==> src/rtl/button_bounce_gen.sv <==
// Emulated noisy push-button: press bounce burst, stable hold, release bounce burst, one-cycle done.
// Outputs are registered and follow the accepting edge by one cycle; start is ignored unless idle.
module button_bounce_gen #(
    parameter int          BOUNCES      = 2,
    parameter int          GLITCH_W     = 2,
    parameter int          FIXED_GLITCH = 0,
    parameter int          HOLD_W       = 16,
    parameter logic [7:0]  SEED         = 8'hA5
) (
    input  logic              i_clk,
    input  logic              i_rst,
    input  logic              i_start,
    input  logic [HOLD_W-1:0] i_hold_cycles,
    output logic              o_button,
    output logic              o_busy,
    output logic              o_done
);

    typedef enum logic [2:0] {
        S_IDLE,
        S_PRESS,
        S_HOLD,
        S_RELEASE,
        S_FIN
    } state_t;

    localparam int FG_W  = $clog2(FIXED_GLITCH + 1);
    localparam int SEG_W = (FG_W > GLITCH_W + 1) ? FG_W : GLITCH_W + 1;
    localparam int IDX_W = $clog2(2 * BOUNCES + 2);
    localparam logic [IDX_W-1:0] LAST_IDX = IDX_W'(2 * BOUNCES - 1);

    state_t            r_state;
    logic [SEG_W-1:0]  r_seg_cnt;
    logic [IDX_W-1:0]  r_seg_idx;
    logic [HOLD_W-1:0] r_hold_cnt;
    logic [7:0]        r_lfsr;
    logic              r_button;
    logic              r_busy;
    logic              r_done;

    state_t            w_state_nxt;
    logic [SEG_W-1:0]  w_seg_cnt_nxt;
    logic [IDX_W-1:0]  w_seg_idx_nxt;
    logic [HOLD_W-1:0] w_hold_cnt_nxt;
    logic [7:0]        w_lfsr_nxt;
    logic [7:0]        w_lfsr_step;
    logic [SEG_W-1:0]  w_g;
    logic              w_button_nxt;
    logic              w_busy_nxt;
    logic              w_done_nxt;

    // The LFSR only moves when a segment length is consumed from it.
    assign w_lfsr_step = {r_lfsr[6:0], r_lfsr[7] ^ r_lfsr[5] ^ r_lfsr[4] ^ r_lfsr[3]};
    assign w_g = (FIXED_GLITCH != 0) ? SEG_W'(FIXED_GLITCH)
                                     : SEG_W'(r_lfsr[GLITCH_W-1:0]) + SEG_W'(1);

    always_ff @(posedge i_clk) begin
        if (i_rst) begin
            r_state    <= S_IDLE;
            r_seg_cnt  <= '0;
            r_seg_idx  <= '0;
            r_hold_cnt <= '0;
            r_lfsr     <= SEED;
            r_button   <= 1'b0;
            r_busy     <= 1'b0;
            r_done     <= 1'b0;
        end else begin
            r_state    <= w_state_nxt;
            r_seg_cnt  <= w_seg_cnt_nxt;
            r_seg_idx  <= w_seg_idx_nxt;
            r_hold_cnt <= w_hold_cnt_nxt;
            r_lfsr     <= w_lfsr_nxt;
            r_button   <= w_button_nxt;
            r_busy     <= w_busy_nxt;
            r_done     <= w_done_nxt;
        end
    end

    always_comb begin
        w_state_nxt    = r_state;
        w_seg_cnt_nxt  = r_seg_cnt;
        w_seg_idx_nxt  = r_seg_idx;
        w_hold_cnt_nxt = r_hold_cnt;
        w_lfsr_nxt     = r_lfsr;
        case (r_state)
            S_IDLE: begin
                if (i_start) begin
                    // Hold count is captured here and only touched again in HOLD.
                    w_hold_cnt_nxt = (i_hold_cycles == '0) ? HOLD_W'(1) : i_hold_cycles;
                    if (BOUNCES > 0) begin
                        w_state_nxt   = S_PRESS;
                        w_seg_idx_nxt = '0;
                        w_seg_cnt_nxt = w_g;
                        w_lfsr_nxt    = w_lfsr_step;
                    end else begin
                        w_state_nxt = S_HOLD;
                    end
                end
            end
            S_PRESS, S_RELEASE: begin
                if (r_seg_cnt == SEG_W'(1)) begin
                    if (r_seg_idx == LAST_IDX) begin
                        w_state_nxt = (r_state == S_PRESS) ? S_HOLD : S_FIN;
                    end else begin
                        w_seg_idx_nxt = r_seg_idx + IDX_W'(1);
                        w_seg_cnt_nxt = w_g;
                        w_lfsr_nxt    = w_lfsr_step;
                    end
                end else begin
                    w_seg_cnt_nxt = r_seg_cnt - SEG_W'(1);
                end
            end
            S_HOLD: begin
                if (r_hold_cnt == HOLD_W'(1)) begin
                    if (BOUNCES > 0) begin
                        w_state_nxt   = S_RELEASE;
                        w_seg_idx_nxt = '0;
                        w_seg_cnt_nxt = w_g;
                        w_lfsr_nxt    = w_lfsr_step;
                    end else begin
                        w_state_nxt = S_FIN;
                    end
                end else begin
                    w_hold_cnt_nxt = r_hold_cnt - HOLD_W'(1);
                end
            end
            S_FIN:   w_state_nxt = S_IDLE;
            default: w_state_nxt = S_IDLE;
        endcase
    end

    // Outputs are decoded from the next state so the registered copies line up with it.
    always_comb begin
        w_button_nxt = 1'b0;
        w_busy_nxt   = 1'b0;
        w_done_nxt   = 1'b0;
        case (w_state_nxt)
            S_PRESS: begin
                w_button_nxt = ~w_seg_idx_nxt[0];
                w_busy_nxt   = 1'b1;
            end
            S_HOLD: begin
                w_button_nxt = 1'b1;
                w_busy_nxt   = 1'b1;
            end
            S_RELEASE: begin
                w_button_nxt = w_seg_idx_nxt[0];
                w_busy_nxt   = 1'b1;
            end
            S_FIN:   w_done_nxt = 1'b1;
            default: ;
        endcase
    end

    assign o_button = r_button;
    assign o_busy   = r_busy;
    assign o_done   = r_done;

endmodule

==> config.mk <==
export PLATFORM = sky130hd
export DESIGN_NAME = button_bounce_gen
export DESIGN_NICKNAME = d
export VERILOG_FILES = /design/src/rtl/button_bounce_gen.sv
export SDC_FILE = /design/constraint.sdc
export NUM_CORES = 1
export LEC_CHECK = 0
export BUFFER_PORTS_ARGS = -buffer_cell sky130_fd_sc_hd__buf_4
export CORE_MARGIN = 4
export CORE_UTILIZATION = 30
export CTS_CLUSTER_DIAMETER = 50
export DETAILED_ROUTE_END_ITERATION = 7
export GPL_TIMING_DRIVEN = 1
export PLACE_DENSITY = 0.44
export SYNTH_ARGS = -nofsm -noshare
export SYNTH_HDL_FRONTEND = slang
export SYNTH_SLANG_ARGS = --single-unit
==> constraint.sdc <==
create_clock -name i_clk -period 2.3 [get_ports i_clk]
set_clock_uncertainty 0.1 [all_clocks]
set_input_delay 0.23 -clock i_clk [delete_from_list [all_inputs] [get_ports i_clk]]
set_output_delay 0.23 -clock i_clk [all_outputs]
set_load 0.005 [all_outputs]
; ---- After elaboration in Yosys (flattened, before gate mapping)
; Index checks and enable logic that the tools add are counted.
[classes]
add_sub_neg = 4
n_eq_ne = 16
mux = 28
bitwise_logic = 4
n_reduce_logical = 9
[op_table]
columns = op, count
row1 = 16-bit 2-to-1 mux, 3
row2 = 3-bit 2-to-1 mux, 13
row3 = 8-bit 2-to-1 mux, 4
row4 = 16-bit case mux with 2 select lines, 1
row5 = 3-bit case mux with 3 select lines, 3
row6 = 8-bit case mux with 3 select lines, 1
row7 = 16-bit by 1-bit equality test with 1-bit output (second input constant), 1
row8 = 16-bit zero test, 1
row9 = 16-bit by 1-bit subtractor with 16-bit output (second input constant), 1
row10 = 3-bit by 2-bit equality test with 1-bit output (second input constant), 5
row11 = 2-bit inequality test (second input constant), 5
row12 = 3-bit by 1-bit equality test with 1-bit output (second input constant), 3
row13 = 5-bit AND reduction, 1
row14 = 4-bit AND reduction, 1
row15 = 2-bit by 1-bit adder with 3-bit output (second input constant), 1
row16 = 3-bit by 1-bit adder with 3-bit output (second input constant), 1
row17 = 3-bit equality test (second input constant), 1
row18 = 3-bit zero test, 1
row19 = 3-bit inequality test (second input constant), 1
row20 = 1-bit case mux with 3 select lines, 1
row21 = 3-bit AND reduction, 1
row22 = 3-bit nonzero test, 1
row23 = 3-bit OR reduction, 1
row24 = 3-bit by 1-bit subtractor with 3-bit output (second input constant), 1
row25 = other kinds (5), 8
[word_totals]
regBits = 36
output_inout_bits = 3

; ---- Depth between registers and ports, before layout
[logic_depth]
depth_word = 8
ltp_mapped = 9
ltp_nobuf = 7

; ---- Least setup slack after synthesis
; OpenSTA, ideal clock, no wires.
[synth_path]
kind = flip-flop to flip-flop
startpoint = register r_hold_cnt[11]
endpoint = register r_button (netlist: o_button)
t_arrival_ns = 1.792
path_slack_ns = 0.286
stages_incl_launch_ff = 7
n_path_buf = 1
period_less_slack_ns = 2.014
cell_sequence = dfxtp_1 or4_4 nor3_4 a21o_1 buf_6 o211ai_4 a311o_1
[synth_between]
elab_chain_len = 5
word_cells_on_any_way = 10
classes_between = 4 x eq/ne / 5 x mux / 1 x bitwise
[synth_lines]
columns = item, line_no
row1 = start: declaration, 35  ; logic [HOLD_W-1:0] r_hold_cnt;
row2 = start signal: assignment, 71  ; r_hold_cnt <= w_hold_cnt_nxt;
row3 = 16-bit by 1-bit equality test with 1-bit output *, 114  ; if (r_hold_cnt == HOLD_W'(1)) begin
row4 = 3-bit 2-to-1 mux, 114
row5 = 3-bit case mux with 3 select lines, 85  ; case (r_state)
row6 = "3-bit by 2-bit equality test with 1-bit output, or another cell as far along", 137  ; case (w_state_nxt)
row7 = 1-bit case mux with 3 select lines *, 137
row8 = end signal: assignment, 73  ; r_button <= w_button_nxt;
row9 = end: declaration, 37  ; logic r_button;
; Mark *: on every way between the ends. The rest lies on a longest branch, timed or not. The select of a mux whose other input is x is not followed.
; A chain may end at the register's enable or synchronous reset.

; ---- Worst setup path in the final report
[layout_path]
startpoint = register r_hold_cnt[12]
endpoint = register r_button (netlist: o_button)
; Same word-level chain as after synthesis.

==> results.cfg <==
[critical_path]
crit_arrival_ns = 2.22
critPathKind = register to register
cp.depth = 5
cp_top_family = simple AND/OR/NAND/NOR gates
slowest_stage = or4_4
path_cells = or4_4 -> nor3_4 -> a21o_1 -> o211ai_4 -> a311o_1
slowest_delay_ns = 0.57
worstRegToRegCells = 5
crit_buf_inv = 0
cp_max_fo = 7
crit_path_start = r_hold_cnt[12]
cp-start-kind = register
end_kind = register
cp.required_ns = 2.39
endpoint = o_button
regToRegEndpoint = o_button
r2r_slack_ns = 0.17
rr_startpoint = r_hold_cnt[12]

[cts]
tritoncts = built
cts_resized = 0
cts_sinks = 36
cts_buffers = 5
worstSkewPairLatency_ns = 0.29
post-cts-setup-buffer-count = 0
clockBufferDepth = 2
cts.reportedPaths.clkPinSlew_ns = 0.08
cts_hold_buf = 0
cts_htree_levels = 2
cts_root_buf = clkbuf_8

[status]
status = complete, no violations

[synth]
synth_seq_area_share_pct = 34.72
ys.flop_type = dfxtp_1
synthAdderAreaFrac_pct = 3.617
syn_inst = 267
synth_top_family_by_area = compound AO/OA/AOI/OAI gates
synth_cell_types = 46
synth_mux_area_share_pct = 1.447
avgSynthCellArea_sq_um = 7.774
ys_seq_elements = 36
synth_xor_area_share_pct = 2.110
yosys-top-cells-area = dfxtp_1, o21ai_0, a21oi_1, nor2_1, nand2_1
syn-cell-area_sq_um = 2076
syn_nets = 292
synth_edf_count = 0
async_reset_ff_share_pct = 0
synthSimpleGateAreaFrac_pct = 26.04
synth_largest_area_cell = dfxtp_1
yosysTopAreaCellShare_pct = 34.72
yosys_warnings = 0
synth_compound_area_share_pct = 27.43

[route]
route.detailed.drc = 0
drtIter0Drc = 70
firstDrtPassIters = 4
via_count = 1990
drt-wirelength-per-cell_um = 15.22
postRouteAntennaNets = 0
viasPerCell = 5.307
routed_wl_mm = 5.706

[finish]
register_area_sq_um = 720.7
final_common_cell = dfxtp_1
multiInputGateArea_sq_um = 1261
layout_common_cells = dfxtp_1, buf_4, nor2_1
areaGrowthSynthToFinish_pct = 19.23
diodes = 0
fin_util_pct = 36.63
nNetsFinal = 319
design_area_sq_um = 2475
drive_above_1_share_pct = 17.63
nFillCells = 751

[sta]
worst_pin_slew_ns = 0.6496
maxSlewHeadroom_pct = 56.69
period_minus_slack_ns = 2.131
fin_worst_hold_slack_ns = 0.2114
slew_violations = 0
fmax_mhz = 469.2
rsz0062_at_grt = no
hold_violations = 0
fin_tns_setup_ns = 0
setup_viol = 0
min_period_over_period_pct = 92.67

[pwr]
p_leak_nw = 0.9843
p_per_area_nw_per_um2 = 646.0
ir_drop_mv = 0.2150

[global_route]
overflow = 0
top_usage_layer = met1
met2_usage_pct = 20.36
grt_use_total_pct = 13.98
grt_util_met3_pct = 2.817
grt_antenna_before_repair = 0
grt_pass1_wl_mm = 9.294
use_met1_pct = 20.46
grt_pass1_vias = 1886
grt_max_degree = 43

[placement]
placed_area_sq_um = 2365
dp_hpwl_mm = 4.076
gp_congestion = 0.7500
numPortBuffers = 21

[run]
maxCapViolations = 0

[floorplanning]
core-area_sq_um = 6756
start_util_pct = 30.72
io_pins = 22
dieWidth_um = 91.18
rows = 30
die-area_sq_um = 8314
die_h_um = 91.18

[worst_hold_path]
hold_class = input pin to register
min_path_cells = 5
[area by class of cell]
type                       instances  share of cell area, %
tap                               80                  4.044
multi-input combinational        210                  50.96
clock buffer                       6                  2.932
clock inverter                     2                  1.416
timing repair buffer              35                  10.62
inverter                           6                 0.9100
sequential                        36                  29.12
[cell usage after synthesis (2+ instances only)]
| master | number |
|---|---|
| nand2b_1 | 6 |
| or3_1 | 2 |
| dfxtp_1 | 36 |
| a22o_1 | 6 |
| clkbuf_1 | 8 |
| mux2i_1 | 3 |
| a211oi_1 | 3 |
| nand2_1 | 22 |
| a21o_1 | 3 |
| a21oi_1 | 27 |
| o31ai_1 | 2 |
| o21ai_0 | 28 |
| xnor2_1 | 5 |
| o21a_1 | 2 |
| nor4_1 | 7 |
| nor2b_1 | 3 |
| or4_1 | 3 |
| ha_1 | 6 |
| buf_2 | 5 |
| a31o_2 | 4 |
| nor3b_1 | 3 |
| inv_1 | 6 |
| nor2_1 | 31 |
| o41ai_1 | 2 |
| a31oi_1 | 3 |
| nand3_1 | 8 |
| nor3_1 | 14 |
[power breakdown]
part,internal [mW],switching [mW]
clock,0.322,0.247
combinational,0.145,0.181
sequential,0.668,0.0354
[worst min path at each step]
stage,from,to,slack [ns]
6_report,i_hold_cycles[10],r_hold_cnt[10],0.21
3_5_place_dp,r_seg_idx[2],r_seg_idx[2],0.33
3_3_place_gp,r_seg_idx[2],r_seg_idx[2],0.32
5_1_grt,i_hold_cycles[1],r_hold_cnt[1],0.26
4_1_cts,i_hold_cycles[1],r_hold_cnt[1],0.21
2_1_floorplan,r_seg_idx[2],r_seg_idx[2],0.31
[stage by stage]
| step | worst slack (ns) | power (mW) | std cells |
|---|---|---|---|
| final | 0.1686 | 1.599 | 375 |
| after detailed placement | 0.1575 | 1.044 | 367 |
| after global routing | 0.03621 | 1.690 | 375 |
| after global placement | 0.1669 | 1.048 | 367 |
| after floorplan | 0.2860 | 0.9286 | 267 |
| after CTS | 0.1418 | 1.619 | 375 |
[registers in the layout (all words and copies together) (netlist names)]
name,cells
o_button,1
r_lfsr,8
r_hold_cnt,16
o_busy,1
r_seg_cnt,3
r_state,3
o_done,1
r_seg_idx,3
[per-layer routing]
layer  wire, um  up-vias
met5          0        -
met4         61        0
met3        174        7
met2       2373       32
met1       3097      918
li1           -     1033
[cells by family after synthesis]
kind of cell | count (synthesis)
flip-flops | 36
AO/OA/AOI/OAI | 89
adder cells (fa/ha/maj) | 6
multiplexers | 3
AND/OR/NAND/NOR | 107
buffers and inverters | 21
XOR/XNOR | 5
[worst register-to-register path: cells and delay by family, from the launching register on]
| family | cells | cell delay (ns) |
|---|---|---|
| AOI/OAI and AO/OA | 3 | 0.76 |
| DFF | 1 | 0.36 |
| and+or+nand+nor | 2 | 0.80 |
Power figures use the tool's default switching activity.
